`src/rtl/adc045_acq_seq.sv`:
```
// adc045_acq_seq
// Bring-up sequencer and sample capture stage in front of adc045_wrap.
// After reset (and while enable=1) it walks the ADC through power-up wait,
// reset pulse, register write and conversion start. It then captures every
// rising edge of ready_sample into a one-deep valid/ready output register.
// A watchdog on ready_sample re-runs the bring-up. After MAX_RETRY re-runs
// with no recovery it parks in FAULT.
//
// Optional build macro: ADC045_AVG4_EN
//   When defined, four consecutive captured samples are summed (26-bit
//   signed) and their arithmetic mean (sum >>> 2) is emitted instead of
//   every sample.
//
// Output handshake (valid/ready):
//   smp_valid rises when a sample is loaded, and stays high with smp_data
//   frozen until a cycle in which smp_valid & smp_ready are both 1. That
//   cycle is the transfer. A new sample may load in the transfer cycle
//   itself, keeping smp_valid high. A sample that arrives while an
//   untransferred one is pending is dropped, and overrun_err is flagged.

module adc045_acq_seq #(
  parameter int PWRUP_CYC     = 4000,
  parameter int RST_LOW_CYC   = 1,
  parameter int RST_WAIT_CYC  = 1000,
  parameter int WREG_WAIT_CYC = 500,
  parameter int TIMEOUT_CYC   = 20000,
  parameter int MAX_RETRY     = 3,
  parameter int CNT_W         = 16
) (
  input  logic        clk,
  input  logic        rst_l,
  input  logic        enable,
  input  logic        restart,
  output logic        rst_l_adc,
  output logic        hard_wreg,
  output logic        hard_start,
  input  logic        ready_sample,
  input  logic [23:0] adc045_data,
  output logic        smp_valid,
  output logic [23:0] smp_data,
  input  logic        smp_ready,
  output logic [2:0]  seq_state,
  output logic        timeout_err,
  output logic        overrun_err,
  input  logic        err_clr,
  output logic [31:0] sample_cnt
);

  // Down-counter reload values: a state lasting N cycles loads N-1 on entry
  // and exits when the counter reads zero.
  localparam logic [CNT_W-1:0] PWRUP_LD     = CNT_W'(PWRUP_CYC - 1);
  localparam logic [CNT_W-1:0] RST_LOW_LD   = CNT_W'(RST_LOW_CYC - 1);
  localparam logic [CNT_W-1:0] RST_WAIT_LD  = CNT_W'(RST_WAIT_CYC - 1);
  localparam logic [CNT_W-1:0] WREG_WAIT_LD = CNT_W'(WREG_WAIT_CYC - 1);
  // In RUN the same counter counts up. It expires on its TIMEOUT_CYC-th
  // cycle without a ready_sample rise.
  localparam logic [CNT_W-1:0] TIMEOUT_LAST = CNT_W'(TIMEOUT_CYC - 1);

  localparam int               RTY_W   = $clog2(MAX_RETRY + 2);
  localparam logic [RTY_W-1:0] RTY_MAX = RTY_W'(MAX_RETRY);

  typedef enum logic [2:0] {
    S_IDLE      = 3'd0,
    S_PWRUP     = 3'd1,
    S_ADC_RST   = 3'd2,
    S_RST_WAIT  = 3'd3,
    S_WREG      = 3'd4,
    S_WREG_WAIT = 3'd5,
    S_RUN       = 3'd6,
    S_FAULT     = 3'd7
  } state_t;

  state_t           state_q, state_d;
  logic [CNT_W-1:0] cnt_q, cnt_d;
  logic [RTY_W-1:0] retry_q, retry_d;
  logic             rdy_q;
  logic             rise;
  logic             timeout_evt;
  logic             new_smp;
  logic [23:0]      new_val;
  logic             transfer;
  logic             overrun_set;

  assign seq_state = state_q;
  assign rise      = ready_sample & ~rdy_q;
  assign transfer  = smp_valid & smp_ready;

  // State, wait counter, retry counter and ready_sample edge register.
  always_ff @(posedge clk or negedge rst_l) begin
    if (!rst_l) begin
      state_q <= S_IDLE;
      cnt_q   <= '0;
      retry_q <= '0;
      rdy_q   <= 1'b0;
    end else begin
      state_q <= state_d;
      cnt_q   <= cnt_d;
      retry_q <= retry_d;
      rdy_q   <= ready_sample;
    end
  end

  // Next-state, counter and watchdog logic. enable=0 beats restart, and
  // restart beats the normal sequence.
  always_comb begin
    state_d     = state_q;
    cnt_d       = cnt_q;
    retry_d     = retry_q;
    timeout_evt = 1'b0;
    case (state_q)
      S_IDLE: begin
        if (enable) begin
          state_d = S_PWRUP;
          cnt_d   = PWRUP_LD;
        end
      end
      S_PWRUP: begin
        if (cnt_q == '0) begin
          state_d = S_ADC_RST;
          cnt_d   = RST_LOW_LD;
        end else begin
          cnt_d = cnt_q - CNT_W'(1);
        end
      end
      S_ADC_RST: begin
        if (cnt_q == '0) begin
          state_d = S_RST_WAIT;
          cnt_d   = RST_WAIT_LD;
        end else begin
          cnt_d = cnt_q - CNT_W'(1);
        end
      end
      S_RST_WAIT: begin
        if (cnt_q == '0) begin
          state_d = S_WREG;
          cnt_d   = '0;
        end else begin
          cnt_d = cnt_q - CNT_W'(1);
        end
      end
      S_WREG: begin
        state_d = S_WREG_WAIT;
        cnt_d   = WREG_WAIT_LD;
      end
      S_WREG_WAIT: begin
        if (cnt_q == '0) begin
          state_d = S_RUN;
          cnt_d   = '0;
        end else begin
          cnt_d = cnt_q - CNT_W'(1);
        end
      end
      S_RUN: begin
        if (rise) begin
          // A live ADC proves the bring-up worked: forget earlier retries.
          cnt_d   = '0;
          retry_d = '0;
        end else if (cnt_q == TIMEOUT_LAST) begin
          timeout_evt = 1'b1;
          cnt_d       = RST_LOW_LD;
          if (retry_q < RTY_MAX) begin
            retry_d = retry_q + RTY_W'(1);
            state_d = S_ADC_RST;
          end else begin
            state_d = S_FAULT;
          end
        end else begin
          cnt_d = cnt_q + CNT_W'(1);
        end
      end
      S_FAULT: begin
        state_d = S_FAULT;
      end
      default: begin
        state_d = S_IDLE;
        cnt_d   = '0;
      end
    endcase

    if (restart && (state_q != S_IDLE)) begin
      state_d = S_ADC_RST;
      cnt_d   = RST_LOW_LD;
      retry_d = '0;
    end

    if (!enable) begin
      state_d = S_IDLE;
      cnt_d   = '0;
      retry_d = '0;
    end
  end

  // ADC control pins are registered from the next state, so they line up
  // with seq_state. rst_l_adc therefore releases on the same edge that
  // leaves ADC_RST, including when enable drops.
  always_ff @(posedge clk or negedge rst_l) begin
    if (!rst_l) begin
      rst_l_adc  <= 1'b1;
      hard_wreg  <= 1'b0;
      hard_start <= 1'b0;
    end else begin
      rst_l_adc  <= (state_d != S_ADC_RST);
      hard_wreg  <= (state_d == S_WREG);
      hard_start <= (state_q == S_WREG_WAIT) && (state_d == S_RUN);
    end
  end

`ifdef ADC045_AVG4_EN
  logic signed [25:0] acc_q;
  logic        [1:0]  phase_q;
  logic signed [25:0] sum;
  logic               cap;

  assign cap     = rise && (state_q == S_RUN);
  assign sum     = acc_q + {{2{adc045_data[23]}}, adc045_data};
  assign new_smp = cap && (phase_q == 2'd3);
  assign new_val = sum[25:2];

  // Four-sample accumulator. It is flushed outside RUN and on a watchdog
  // expiry, so a partial group never spans a re-run.
  always_ff @(posedge clk or negedge rst_l) begin
    if (!rst_l) begin
      acc_q   <= '0;
      phase_q <= '0;
    end else if ((state_q != S_RUN) || timeout_evt) begin
      acc_q   <= '0;
      phase_q <= '0;
    end else if (cap) begin
      if (phase_q == 2'd3) begin
        acc_q   <= '0;
        phase_q <= '0;
      end else begin
        acc_q   <= sum;
        phase_q <= phase_q + 2'd1;
      end
    end
  end
`else
  assign new_smp = rise && (state_q == S_RUN);
  assign new_val = adc045_data;
`endif

  assign overrun_set = new_smp & smp_valid & ~smp_ready;

  // One-deep output register. It loads when empty or when it is being
  // emptied in this cycle; otherwise the new sample is dropped.
  always_ff @(posedge clk or negedge rst_l) begin
    if (!rst_l) begin
      smp_valid <= 1'b0;
      smp_data  <= '0;
    end else if (new_smp && (!smp_valid || transfer)) begin
      smp_valid <= 1'b1;
      smp_data  <= new_val;
    end else if (transfer) begin
      smp_valid <= 1'b0;
    end
  end

  // Delivered-sample counter; wraps naturally at 2^32.
  always_ff @(posedge clk or negedge rst_l) begin
    if (!rst_l) begin
      sample_cnt <= '0;
    end else begin
      sample_cnt <= sample_cnt + 32'(transfer);
    end
  end

  // Sticky error flags. A set event in the same cycle as err_clr keeps the flag set.
  always_ff @(posedge clk or negedge rst_l) begin
    if (!rst_l) begin
      timeout_err <= 1'b0;
      overrun_err <= 1'b0;
    end else begin
      if (timeout_evt)  timeout_err <= 1'b1;
      else if (err_clr) timeout_err <= 1'b0;
      if (overrun_set)  overrun_err <= 1'b1;
      else if (err_clr) overrun_err <= 1'b0;
    end
  end

endmodule

```
`config.mk`:
```
export PLATFORM = sky130hd
export DESIGN_NAME = adc045_acq_seq
export DESIGN_NICKNAME = d
export VERILOG_FILES = /design/src/rtl/adc045_acq_seq.sv
export SDC_FILE = /design/constraint.sdc
export NUM_CORES = 1
export LEC_CHECK = 0
export BUFFER_PORTS_ARGS = -buffer_cell sky130_fd_sc_hd__buf_2
export CORE_MARGIN = 2
export CORE_UTILIZATION = 30
export CTS_BUF_LIST = sky130_fd_sc_hd__clkbuf_8
export DETAILED_ROUTE_END_ITERATION = 7
export HOLD_SLACK_MARGIN = 0.12
export PLACE_DENSITY = 0.53
export SETUP_SLACK_MARGIN = 0.3
export SYNTH_ARGS = -nofsm -noshare
export SYNTH_HDL_FRONTEND = slang
export SYNTH_SLANG_ARGS = --single-unit
```
`constraint.sdc`:
```
create_clock -name clk -period 4 [get_ports clk]
set_input_delay 0.8 -clock clk [delete_from_list [all_inputs] [get_ports clk]]
set_output_delay 0.8 -clock clk [all_outputs]
set_load 0.05 [all_outputs]
```
-- Word-level counts from Yosys, hierarchy flattened
Index checks and enable logic that the tools add are counted.
- logic and storage cells: 83
- output and inout bits: 65
- input bits: 31
- register bits: 85
- equal/unequal tests: 15
- multiplexer cells: 31
- reductions and logical operators: 14
- bitwise gates (word level): 6
- magnitude comparators: 1
- $add $sub $neg: 4
- operators with widths (cell ; number):
    $mux W16 ; 6
    $pmux W16 S5 ; 1
    $mux W3 ; 15
    $add A32 B1 Y32 ; 1
    $pmux W3 S8 ; 1
    $eq A3 B3 Y1 const B ; 6
    $add A16 B1 Y16 const B ; 1
    $eq A16 B15 Y1 const B ; 1
    $logic_not A16 Y1 ; 1
    $sub A16 B1 Y16 const B ; 1
    $mux W1 ; 8
    $ne A4 B1 Y1 const B ; 2
    $ne A7 B2 Y1 const B ; 1
    $eq A3 B2 Y1 const B ; 2
    $reduce_bool A2 Y1 ; 3
    $and A1 B1 Y1 ; 4
    $logic_and A1 B1 Y1 ; 4
    $add A3 B1 Y3 const B ; 1
    $eq A3 B1 Y1 const B ; 1
    $logic_not A3 Y1 ; 1
    $lt A3 B2 Y1 const B ; 1
    $ne A3 B1 Y1 const B ; 1
    $ne A3 B2 Y1 const B ; 1
    $reduce_and A3 Y1 ; 1
    5 further kinds ; 6

-- Logic depth before layout (Yosys ltp)
Gate-level depths: netlist of run 1.
- depth in word-level cells: 9
- gate-level depth with buffers: 8
- depth with buffers taken out: 8

-- Worst setup path after synthesis of run 1
Ideal clock, no wire load.
- path kind: reg2reg
- start: reg cnt_q[6]
- end: reg cnt_q[13]
- setup time: 0.126 ns
- arrival time: 2.354 ns
- buffers on the path: 1
- period minus slack after synthesis: 2.480 ns
- slack: 1.520 ns
- stages on the path, launching flop included: 7
- required time: 3.874 ns
- path through: dfrtp_1 > buf_6 > or4_4 > or4_4 > or3_4 > o21a_1 > o32a_1
- cells in the longest elaborated chain, start to end: 6
- elaborated cells between the ends (all ways): 11
- those cells by class: 2 x add/sub; 1 x eq/ne; 7 x mux; 1 x reduce/logical
- RTL lines (item ; RTL line ; text):
    start, declared ; 74 ; logic [CNT_W-1:0] cnt_q, cnt_d;
    start signal, assigned ; 97 ; cnt_q <= cnt_d;
    $add A16 B1 Y16 / $eq A16 B15 Y1 (equally long branches) ; 168, 158 ;
    $mux W16 ; 158 ; end else if (cnt_q == TIMEOUT_LAST) begin
    $mux W16 ; 154 ; if (rise) begin
    $pmux W16 S5 * ; 110 ; case (state_q)
    $mux W16 * ; 180 ; if (restart && (state_q != S_IDLE)) begin
    $mux W16 * ; 186 ; if (!enable) begin
Mark *: on every way between the ends. The rest lies on a longest branch, timed or not.
A chain may end at the register's enable or synchronous reset.

-- Worst setup path after layout of run 1
- start: reg cnt_q[4]
- end: reg cnt_q[5]
The elaborated chain is that of the path after synthesis.

==> results_dict.tcl, run 1 <==
set metrics [dict create \
    min_period_over_period_pct 69.7 \
    core_area_mm2 0.0146 \
    critical_path_class "reg2reg" \
    dpl-instance-area_mm2 0.00518 \
    r2r-end "cnt_q[5]" \
    crit_path_end_kind "register" \
    grt.total_usage_pct 14.9 \
    grt_pass1_wl_um 19500 \
    maxCapViolCount 0 \
    rr_worst_depth 5 \
    hold_buffers 0 \
    remaining_drc_errors 0 \
    status "finished, final reports clean" \
    antenna_found_initial 0 \
    nets 577 \
    rows 44 \
    min_from "sample_cnt[31]" \
    vias_per_cell 5.53 \
    synth_nets 490 \
    clockBufferDepth 2 \
    hold_depth 1 \
    cts_tree "yes" \
    rsz0062_at_grt "false" \
    antenna_left 0 \
    drt_iter0_markers 271 \
    syn2layout_area_growth_pct 19.3 \
    synth-seq-cells 85 \
    hold_ws_ns 0.488 \
    die_w_um 127 \
    h-tree-depth 3 \
    io_pins 96 \
    ir_drop_uv 143 \
    synth-edff-count 0 \
    clkLatencyLatePin_ns 0.37 \
    wirelength_um 12100 \
    power_density_mw_per_mm2 371 \
    synth_cells 453 \
    initial_core_util_pct 31.0 \
    vias 4033 \
    synth_area_leaders "dfrtp_1 (46%), mux2_2 (6.0%), xnor2_1 (4.2%)" \
    synth_ff_type "dfrtp_1" \
    leakage_nw 2.58 \
    required_ns 4.25 \
    grt_pass1_vias 3797 \
    async_flop_share_pct 100 \
    syn-cell-area_mm2 0.00454 \
    grt_max_degree 86 \
    dieHeight_um 127 \
    dr.pass1.iters 5 \
    place_hpwl_um 8540 \
    synthTopCellsByCount "dfrtp_1 (84), nand2_1 (31), nand3_1 (26)" \
    wire_per_inst_um 16.6 \
    cts_sinks 85 \
    fmax_mhz 359 \
    grt_overflow_total 0 \
    ys_warn_count 0 \
    r2r-start "cnt_q[4]" \
    avgSynthCellArea_um2 10.0 \
    layout_min_cycle_time_ns 2.79 \
    arrival_ns 3.04 \
    critPathLaunch "cnt_q[4]" \
    worstPathMaxFanout 16 \
    synth_top_cell_area_share_pct 46.3 \
    cts_buffers 9 \
    ff2ff_setup_slack_ns 1.21 \
    cts.clk_slew.worst_paths_ns 0.09 \
    ys_types 60 \
    finalHoldViolCount 0 \
    stdcell_area_mm2 0.00541 \
    postCtsSetupBuffers 0 \
    cts-root-buf "clkbuf_8" \
    slew_headroom_pct 28.8 \
    gp_congestion 0.911 \
    holdPathEnd "sample_cnt[31]" \
    synth.most_common_cell "dfrtp_1" \
    synth_area_leader_cell "dfrtp_1" \
    hp-class "reg2reg" \
    drive_gt1_share_pct 27.2 \
    insertedDiodeCount 0 \
    startpoint_type "register" \
    setup_violations 0 \
    tns_ns 0 \
    portBuffers 95 \
    tightest_slew_ns 1.07 \
    fin_worst_skew_ns 0.0156 \
    post_cts_resized 0 \
    slew_viol_final 0 \
    synth-seq-area-share_pct 46.9 \
    die_area_mm2 0.0161 \
]
[cell families after synthesis]
| logic type | after synthesis | share of synthesized area [%] |
|---|---|---|
| AND/OR/NAND/NOR | 182 | 22.9 |
| XOR/XNOR | 34 | 6.56 |
| AO/OA/AOI/OAI | 85 | 12.8 |
| flip-flops | 85 | 46.9 |
| buffers and inverters | 37 | 3.25 |
| multiplexers | 24 | 5.96 |
| adder cells (fa/ha/maj) | 6 | 1.65 |
[worst max-delay path: stages, from the launching register on]
cell and delay (ns):
dfrtp_1 0.56, nor4_1 0.65, and4_1 0.62, a21oi_1 0.35, a221oi_1 0.35, o22ai_1 0.13
[metrics by stage]
step | setup WS (ns) | util, % | power, mW | cells
2_1_floorplan | 1.52 | - | 1.20 | 453
3_3_place_gp | 1.24 | 35.4 | 1.29 | 713
3_5_place_dp | 1.24 | 35.4 | 1.30 | 713
4_1_cts | 1.31 | 37.0 | 2.02 | 729
5_1_grt | 0.985 | 37.0 | 2.10 | 729
6_report | 1.21 | 37.0 | 2.01 | 729
[worst max path at each step]
stage | to | cells after the start
finish | cnt_q[5] | 5
global route | cnt_q[5] | 7
CTS | cnt_q[5] | 7
global placement | sample_cnt[21] | 8
floorplan | cnt_q[13] | 6
detailed placement | sample_cnt[21] | 8
[metal layers]
layer	global-route usage [%]	routed length [um]
met1	21.5	5720
met2	22.3	5330
met3	2.64	830
met5	0	0
met4	5.95	235
[sequential cells by signal, indices dropped and copies added (netlist names)]
register,flops
sample_cnt,32
smp_data,24
cnt_q,16
retry_q,3
seq_state,3
hard_start,1
hard_wreg,1
overrun_err,1
rdy_q,1
rst_l_adc,1
smp_valid,1
timeout_err,1
[layout by cell type (no fill, tap or decap), types with 14 or more instances in the layout]
cell and instances:
buf_2 94, dfrtp_1 84, nand3_1 26, and4_1 14, o21ai_0 14, nand2_1 31, nand4_1 15, mux2_2 24
xnor2_1 22, nor3_1 17, nor2_1 24, inv_1 15, a21oi_1 16
[layout make-up]
| cell class | count | area (um^2) |
|---|---|---|
| clock buffers | 11 | 151 |
| clock inverters | 5 | 81.3 |
| fillers | 1478 | 9230 |
| inverters | 14 | 52.6 |
| multi-input cells | 331 | 2260 |
| flip-flops and latches | 85 | 2130 |
| well taps | 184 | 230 |
| repair buffers | 99 | 508 |
[power breakdown]
part,switching [mW],internal [mW]
Combinational,0.201,0.121
Clock,0.326,0.388
Sequential,0.0799,0.892
Total,0.607,1.40
Note: power is estimated with default switching activity, not from simulation.
==> run 2, diff against run 1 <==
--- a/config.mk
+++ b/config.mk
@@ -5,13 +5,14 @@
 export SDC_FILE = /design/constraint.sdc
 export NUM_CORES = 1
 export LEC_CHECK = 0
+export ABC_AREA = 1
 export BUFFER_PORTS_ARGS = -buffer_cell sky130_fd_sc_hd__buf_2
 export CORE_MARGIN = 2
 export CORE_UTILIZATION = 30
 export CTS_BUF_LIST = sky130_fd_sc_hd__clkbuf_8
 export DETAILED_ROUTE_END_ITERATION = 7
 export HOLD_SLACK_MARGIN = 0.12
-export PLACE_DENSITY = 0.53
+export PLACE_DENSITY = 0.54
 export SETUP_SLACK_MARGIN = 0.3
 export SYNTH_ARGS = -nofsm -noshare
 export SYNTH_HDL_FRONTEND = slang
==> constraint.sdc (replaced) <==
create_clock -name clk -period 2.4 [get_ports clk]
set_input_delay 0.48 -clock clk [delete_from_list [all_inputs] [get_ports clk]]
set_output_delay 0.48 -clock clk [all_outputs]
set_load 0.05 [all_outputs]
==> run 2 against run 1 <==
Against the previous run: area after synthesis grew 9.7%; synthesized cell count rose by 33%; die area increased by 9.4%; worst hold slack worse by 0.25 ns; total power increased by 110%; clock power grew 27%; worst setup slack worse by 0.70 ns; sequential power grew 81%.
==> results_dict.tcl, run 2 <==
set metrics [dict create \
    slew_headroom_pct 63.2 \
    final_cell_mix "nand2_1 (174), buf_2 (94), dfrtp_1 (83), inv_1 (63), nand3_1 (54)" \
    syn-cell-area_mm2 0.00498 \
    multi_input_area_mm2 0.00250 \
    synth_area_leader_cell "dfrtp_1" \
    drt_iter0_markers 310 \
    synth_xor_area_share_pct 6.69 \
    die_w_um 133 \
    portBuffers 95 \
    rsz0062_at_grt "false" \
    largest_register_ffs 32 \
    vias 4284 \
    antenna_left 0 \
    grt_pass1_wl_um 21400 \
    wire_per_inst_um 13.7 \
    slew_viol_final 0 \
    io_pins 96 \
    status "finished, final reports clean" \
    r2r-start "cnt_q[1]" \
    synth-edff-count 0 \
    synth_top_family_by_area "simple AND/OR/NAND/NOR gates" \
    holdPathEnd "rdy_q" \
    synth_top_cell_area_share_pct 42.2 \
    largest_registers "sample_cnt (32), smp_data (24), cnt_q (16)" \
    ff2ff_setup_slack_ns 0.51 \
    cts.clk_slew.worst_paths_ns 0.09 \
    min_from "ready_sample" \
    async_flop_share_pct 100 \
    core_area_mm2 0.0164 \
    dieHeight_um 133 \
    post-place-ws_ns 0.291 \
    r2r-end "cnt_q[6]" \
    clkLatencyLatePin_ns 0.37 \
    ys_types 39 \
    place_hpwl_um 9560 \
    dr.pass1.iters 4 \
    synth-seq-cells 85 \
    crit_path_end_kind "register" \
    leakage_nw 3.06 \
    setup_violations 0 \
    min_period_over_period_pct 78.6 \
    tns_ns 0 \
    layout_commonest_cell "nand2_1" \
    ir_drop_uv 475 \
    fin_worst_skew_ns 0.0101 \
    synth_ff_type "dfrtp_1" \
    cts_tree "yes" \
    wirelength_um 12700 \
    seq_area_mm2 0.00213 \
    grt_overflow_total 0 \
    layout_min_cycle_time_ns 1.89 \
    setup_ws_ns 0.513 \
    drive_gt1_share_pct 25.7 \
    yosys-mux-area-fraction_pct 5.88 \
    maxCapViolCount 0 \
    gp_congestion 0.915 \
    synth-seq-area-share_pct 42.8 \
    syn2layout_area_growth_pct 17.4 \
    insertedDiodeCount 0 \
    synth_area_leaders "dfrtp_1 (42%), nand2_1 (13%), nand3_1 (5.4%)" \
    critical_path_class "reg2reg" \
    grt_pass1_vias 4216 \
    synthSimpleGateAreaFrac_pct 33.2 \
    grt_max_degree 60 \
    yosys.area_share.adder_pct 1.51 \
    tightest_slew_ns 0.548 \
    largest-register "sample_cnt" \
    arrival_ns 2.16 \
    rows 47 \
    ys_warn_count 0 \
    finalHoldViolCount 0 \
    nets 740 \
    hold_depth 1 \
    hp-class "in2reg" \
    synth_cells 604 \
    required_ns 2.67 \
    synthTopCellsByCount "nand2_1 (174), dfrtp_1 (84), inv_1 (63)" \
    initial_core_util_pct 30.3 \
    fillers 1722 \
    h-tree-depth 3 \
    avgSynthCellArea_um2 8.24 \
    synth.most_common_cell "nand2_1" \
    rr_worst_depth 11 \
    worstPathMaxFanout 4 \
    grt.total_usage_pct 15.2 \
    vias_per_cell 4.62 \
    clockBufferDepth 2 \
    cts-root-buf "clkbuf_8" \
    die_area_mm2 0.0176 \
    power_density_mw_per_mm2 713 \
    finalPower_mw 4.17 \
    startpoint_type "register" \
    synth_compound_area_share_pct 2.79 \
    cts_sinks 85 \
    antenna_found_initial 0 \
    cts_buffers 9 \
    synth_nets 641 \
    remaining_drc_errors 0 \
    fmax_mhz 530 \
]
## run 2: cell types whose count changed after synthesis, sizes merged, moves of 13 or more
cell	delta
a21oi	-14
and4	-14
clkbuf	-17
inv	+52
nand2	+153
nand3	+32
nor2	+44
xor2	+13
## run 2: layer usage
layer | GRT usage, % | share of wire [%] | up-vias | wire [um]
met4 | 4.54 | 1.6 | 0 | 200
met3 | 3.37 | 4.8 | 14 | 614
met1 | 20.4 | 47 | 2017 | 5970
met5 | 0 | 0 | - | 0
met2 | 24.5 | 46 | 106 | 5890
li1 | - | - | 2147 | -
## run 2: through the flow
step           instances  util [%]  instance area (um^2)  hold WS (ns)
2_1_floorplan        604         -                  4980         0.184
3_3_place_gp         910      34.4                  5650         0.438
3_5_place_dp         910      34.4                  5650         0.438
4_1_cts              927      35.5                  5830         0.207
5_1_grt              928      35.6                  5840         0.210
6_report             928      35.6                  5840         0.236
## run 2: critical path: stages (launching register included)
cell and delay [ns]:
dfrtp_1 0.42, inv_1 0.13, ha_1 0.20, nand2_1 0.09
nor2_1 0.36, inv_1 0.10, o21ai_0 0.17, nand2_1 0.08
nand2_1 0.07, nand3_1 0.07, nand2_1 0.06, nand2_1 0.04
## run 2: report_power, final
group	internal [mW]	total [mW]	leakage, nW	switching (mW)
registers	1.56	1.76	1.12	0.195
clock network	0.372	0.905	0.0882	0.533
logic	0.443	1.50	1.85	1.06
## run 2: cell type report
cell class | count | area share (%)
timing repair buffer | 99 | 8.95
inverter | 66 | 4.24
tap | 220 | 4.71
sequential | 85 | 36.4
multi-input combinational | 442 | 42.8
clock buffer | 9 | 2.12
clock inverter | 7 | 0.771
## run 2: cells by family after synthesis
logic type | after synthesis
muxes | 24
xor gates and xnor gates | 38
and+or+nand+nor | 352
AOI/OAI and AO/OA | 22
adders and majority gates | 6
DFF | 85
buffers and inverters | 77
## run 2: worst max path at each step
stage               slack, ns  cells past startpoint          start             end
global route             0.30                     13      smp_valid  sample_cnt[28]
CTS                      0.47                     12      smp_valid  sample_cnt[22]
global placement         0.34                     13      smp_ready  sample_cnt[22]
finish                   0.51                     11       cnt_q[1]        cnt_q[6]
detailed placement       0.29                     13      smp_ready  sample_cnt[22]
floorplan                0.36                     10  sample_cnt[0]  sample_cnt[22]
## run 2: what timing repair did
action	CTS	global route
endpoints found under the setup margin	0	5
setup buffers	0	1
resized for setup	0	5
hold endpoints to repair	25	0
hold buffers	1	0
==> run 3, diff against run 2 <==
==> constraint.sdc (replaced) <==
create_clock -name clk -period 1.5 [get_ports clk]
set_input_delay 0.3 -clock clk [delete_from_list [all_inputs] [get_ports clk]]
set_output_delay 0.3 -clock clk [all_outputs]
set_load 0.05 [all_outputs]
==> run 3 against run 2 <==
Against the previous run: the run now ends with negative setup slack left; die area stayed put; sequential share of layout area decreased by 11 points; global-route usage grew 3.4 points; first-iteration DRC count decreased by 14%; combinational power increased to 3.0 times the previous value; cell count rose by 20%; critical endpoint is now sample_cnt[28]; register-to-register slack got worse by 0.75 ns; wire length is 27% higher; worst hold slack got worse by 0.093 ns.
==> results_dict.tcl, run 3 (synthesized netlist as in run 2, its figures left out) <==
set metrics [dict create \
    startpoint_type "register" \
    finalPower_mw 8.96 \
    dieHeight_um 133 \
    initial_core_util_pct 30.3 \
    nets 925 \
    h-tree-depth 3 \
    arrival_ns 2.05 \
    insertedDiodeCount 0 \
    fmax_mhz 574 \
    die_area_mm2 0.0176 \
    gp_congestion 0.886 \
    vias_per_cell 4.59 \
    setup_violations 75 \
    maxCapViolCount 0 \
    grt_pass1_vias 5254 \
    status "finished with violations" \
    clkLatencyLatePin_ns 0.38 \
    core_area_mm2 0.0164 \
    layout_min_cycle_time_ns 1.74 \
    worstPathMaxFanout 4 \
    remaining_drc_errors 0 \
    ir_drop_uv 898 \
    layout_commonest_cell "buf_4" \
    place_hpwl_um 11000 \
    violations "negative setup slack" \
    min_from "adc045_data[12]" \
    die_w_um 133 \
    wirelength_um 16100 \
    rows 47 \
    syn2layout_area_growth_pct 73.4 \
    hp-class "in2reg" \
    grt_max_degree 36 \
    dpl-instance-area_mm2 0.00669 \
    vias 5110 \
    drive_gt1_share_pct 56.6 \
    final_cells 1113 \
    rsz0062_at_grt "true" \
    r2r-end "sample_cnt[28]" \
    wire_per_inst_um 14.5 \
    largest_registers "sample_cnt (32), smp_data (24), cnt_q (16)" \
    tns_ns -11.06 \
    finalHoldViolCount 0 \
    slew_headroom_pct 71.9 \
    drt_iter0_markers 267 \
    required_ns 1.81 \
    cts_buffers 9 \
    grt_overflow_total 0 \
    final_cell_mix "buf_4 (139), nand2_1 (136), buf_6 (72), dfrtp_1 (52), inv_1 (45)" \
    crit_path_end "sample_cnt[28]" \
    largest_register_ffs 32 \
    min_period_over_period_pct 116 \
    largest-register "sample_cnt" \
    cts.clk_slew.worst_paths_ns 0.10 \
    portBuffers 95 \
    cts_sinks 85 \
    ff2ff_setup_slack_ns -0.24 \
    cts_tree "yes" \
    slew_viol_final 0 \
    crit_path_end_kind "register" \
    clockBufferDepth 2 \
    dpl.cell_count 1016 \
    cts-root-buf "clkbuf_8" \
    tightest_slew_ns 0.420 \
    critPathLaunch "smp_valid" \
    setup_ws_ns -0.241 \
    leakage_nw 4.31 \
    fin_worst_skew_ns 0.0105 \
    dr.pass1.iters 5 \
    rr_worst_depth 13 \
    antenna_found_initial 0 \
    io_pins 96 \
    stdcell_area_mm2 0.00863 \
    r2r-start "smp_valid" \
    grt.total_usage_pct 18.6 \
    grt_pass1_wl_um 26200 \
    power_density_mw_per_mm2 1040 \
    critical_path_class "reg2reg" \
    antenna_left 0 \
]
run 3: timing repair:
item / 4_1_cts / 5_1_grt
cloned: 2 / 0
endpoints found under the setup margin: 145 / 147
buffers inserted: 44 / 24
pin swaps: 45 / 37
hold buffers: 11 / 0
resized for setup: 256 / 62
hold endpoints to repair: 31 / 0
run 3: per-layer routing:
layer	global-route usage (%)	up-vias	share of wire, %
met5	0	-	0
li1	-	2516	-
met2	32.3	128	52
met3	3.33	25	4.2
met4	6.39	0	2.3
met1	23.2	2441	42
run 3: worst min-delay path by stage:
stage	end	slack (ns)	cells after the start
floorplan	cnt_q[0]	0.004	0
global placement	cnt_q[13]	0.25	1
detailed placement	cnt_q[13]	0.25	1
CTS	smp_data[12]	0.12	2
global route	smp_data[2]	0.13	2
finish	smp_data[12]	0.14	2
run 3: per-stage QoR:
stage	util [%]	hold WS, ns	worst slack (ns)
2_1_floorplan	-	0.00441	-0.382
3_3_place_gp	40.8	0.254	-0.216
3_5_place_dp	40.8	0.255	-0.236
4_1_cts	50.1	0.120	-0.188
5_1_grt	52.6	0.132	-0.373
6_report	52.6	0.143	-0.241
run 3: cell type report:
cell class                 instances  area [um^2]
clock buffer                       9          124
clock inverter                     7         56.3
fill                            1456         7780
inverter                          66          260
multi-input combinational        444         3150
sequential                        85         2170
tap                              220          275
timing repair buffer             282         2600
run 3: where the power goes:
part           internal (mW)  total, mW  leakage, nW  switching (mW)
Combinational           2.05       4.55         3.15            2.51
Sequential              2.52       2.81         1.08           0.292
Clock                  0.622       1.59       0.0906           0.967
Total                   5.19       8.96         4.31            3.77
run 3: worst max-delay path: stages, from the launching register on:
cell	delay (ns)
dfrtp_2	0.39
nand2_2	0.07
inv_2	0.07
ha_4	0.14
ha_4	0.13
inv_2	0.04
nor2_4	0.10
nand2_4	0.09
nor2_4	0.12
nand2_2	0.07
nor2_4	0.13
nand2_2	0.09
nor2_2	0.11
xor2_1	0.13
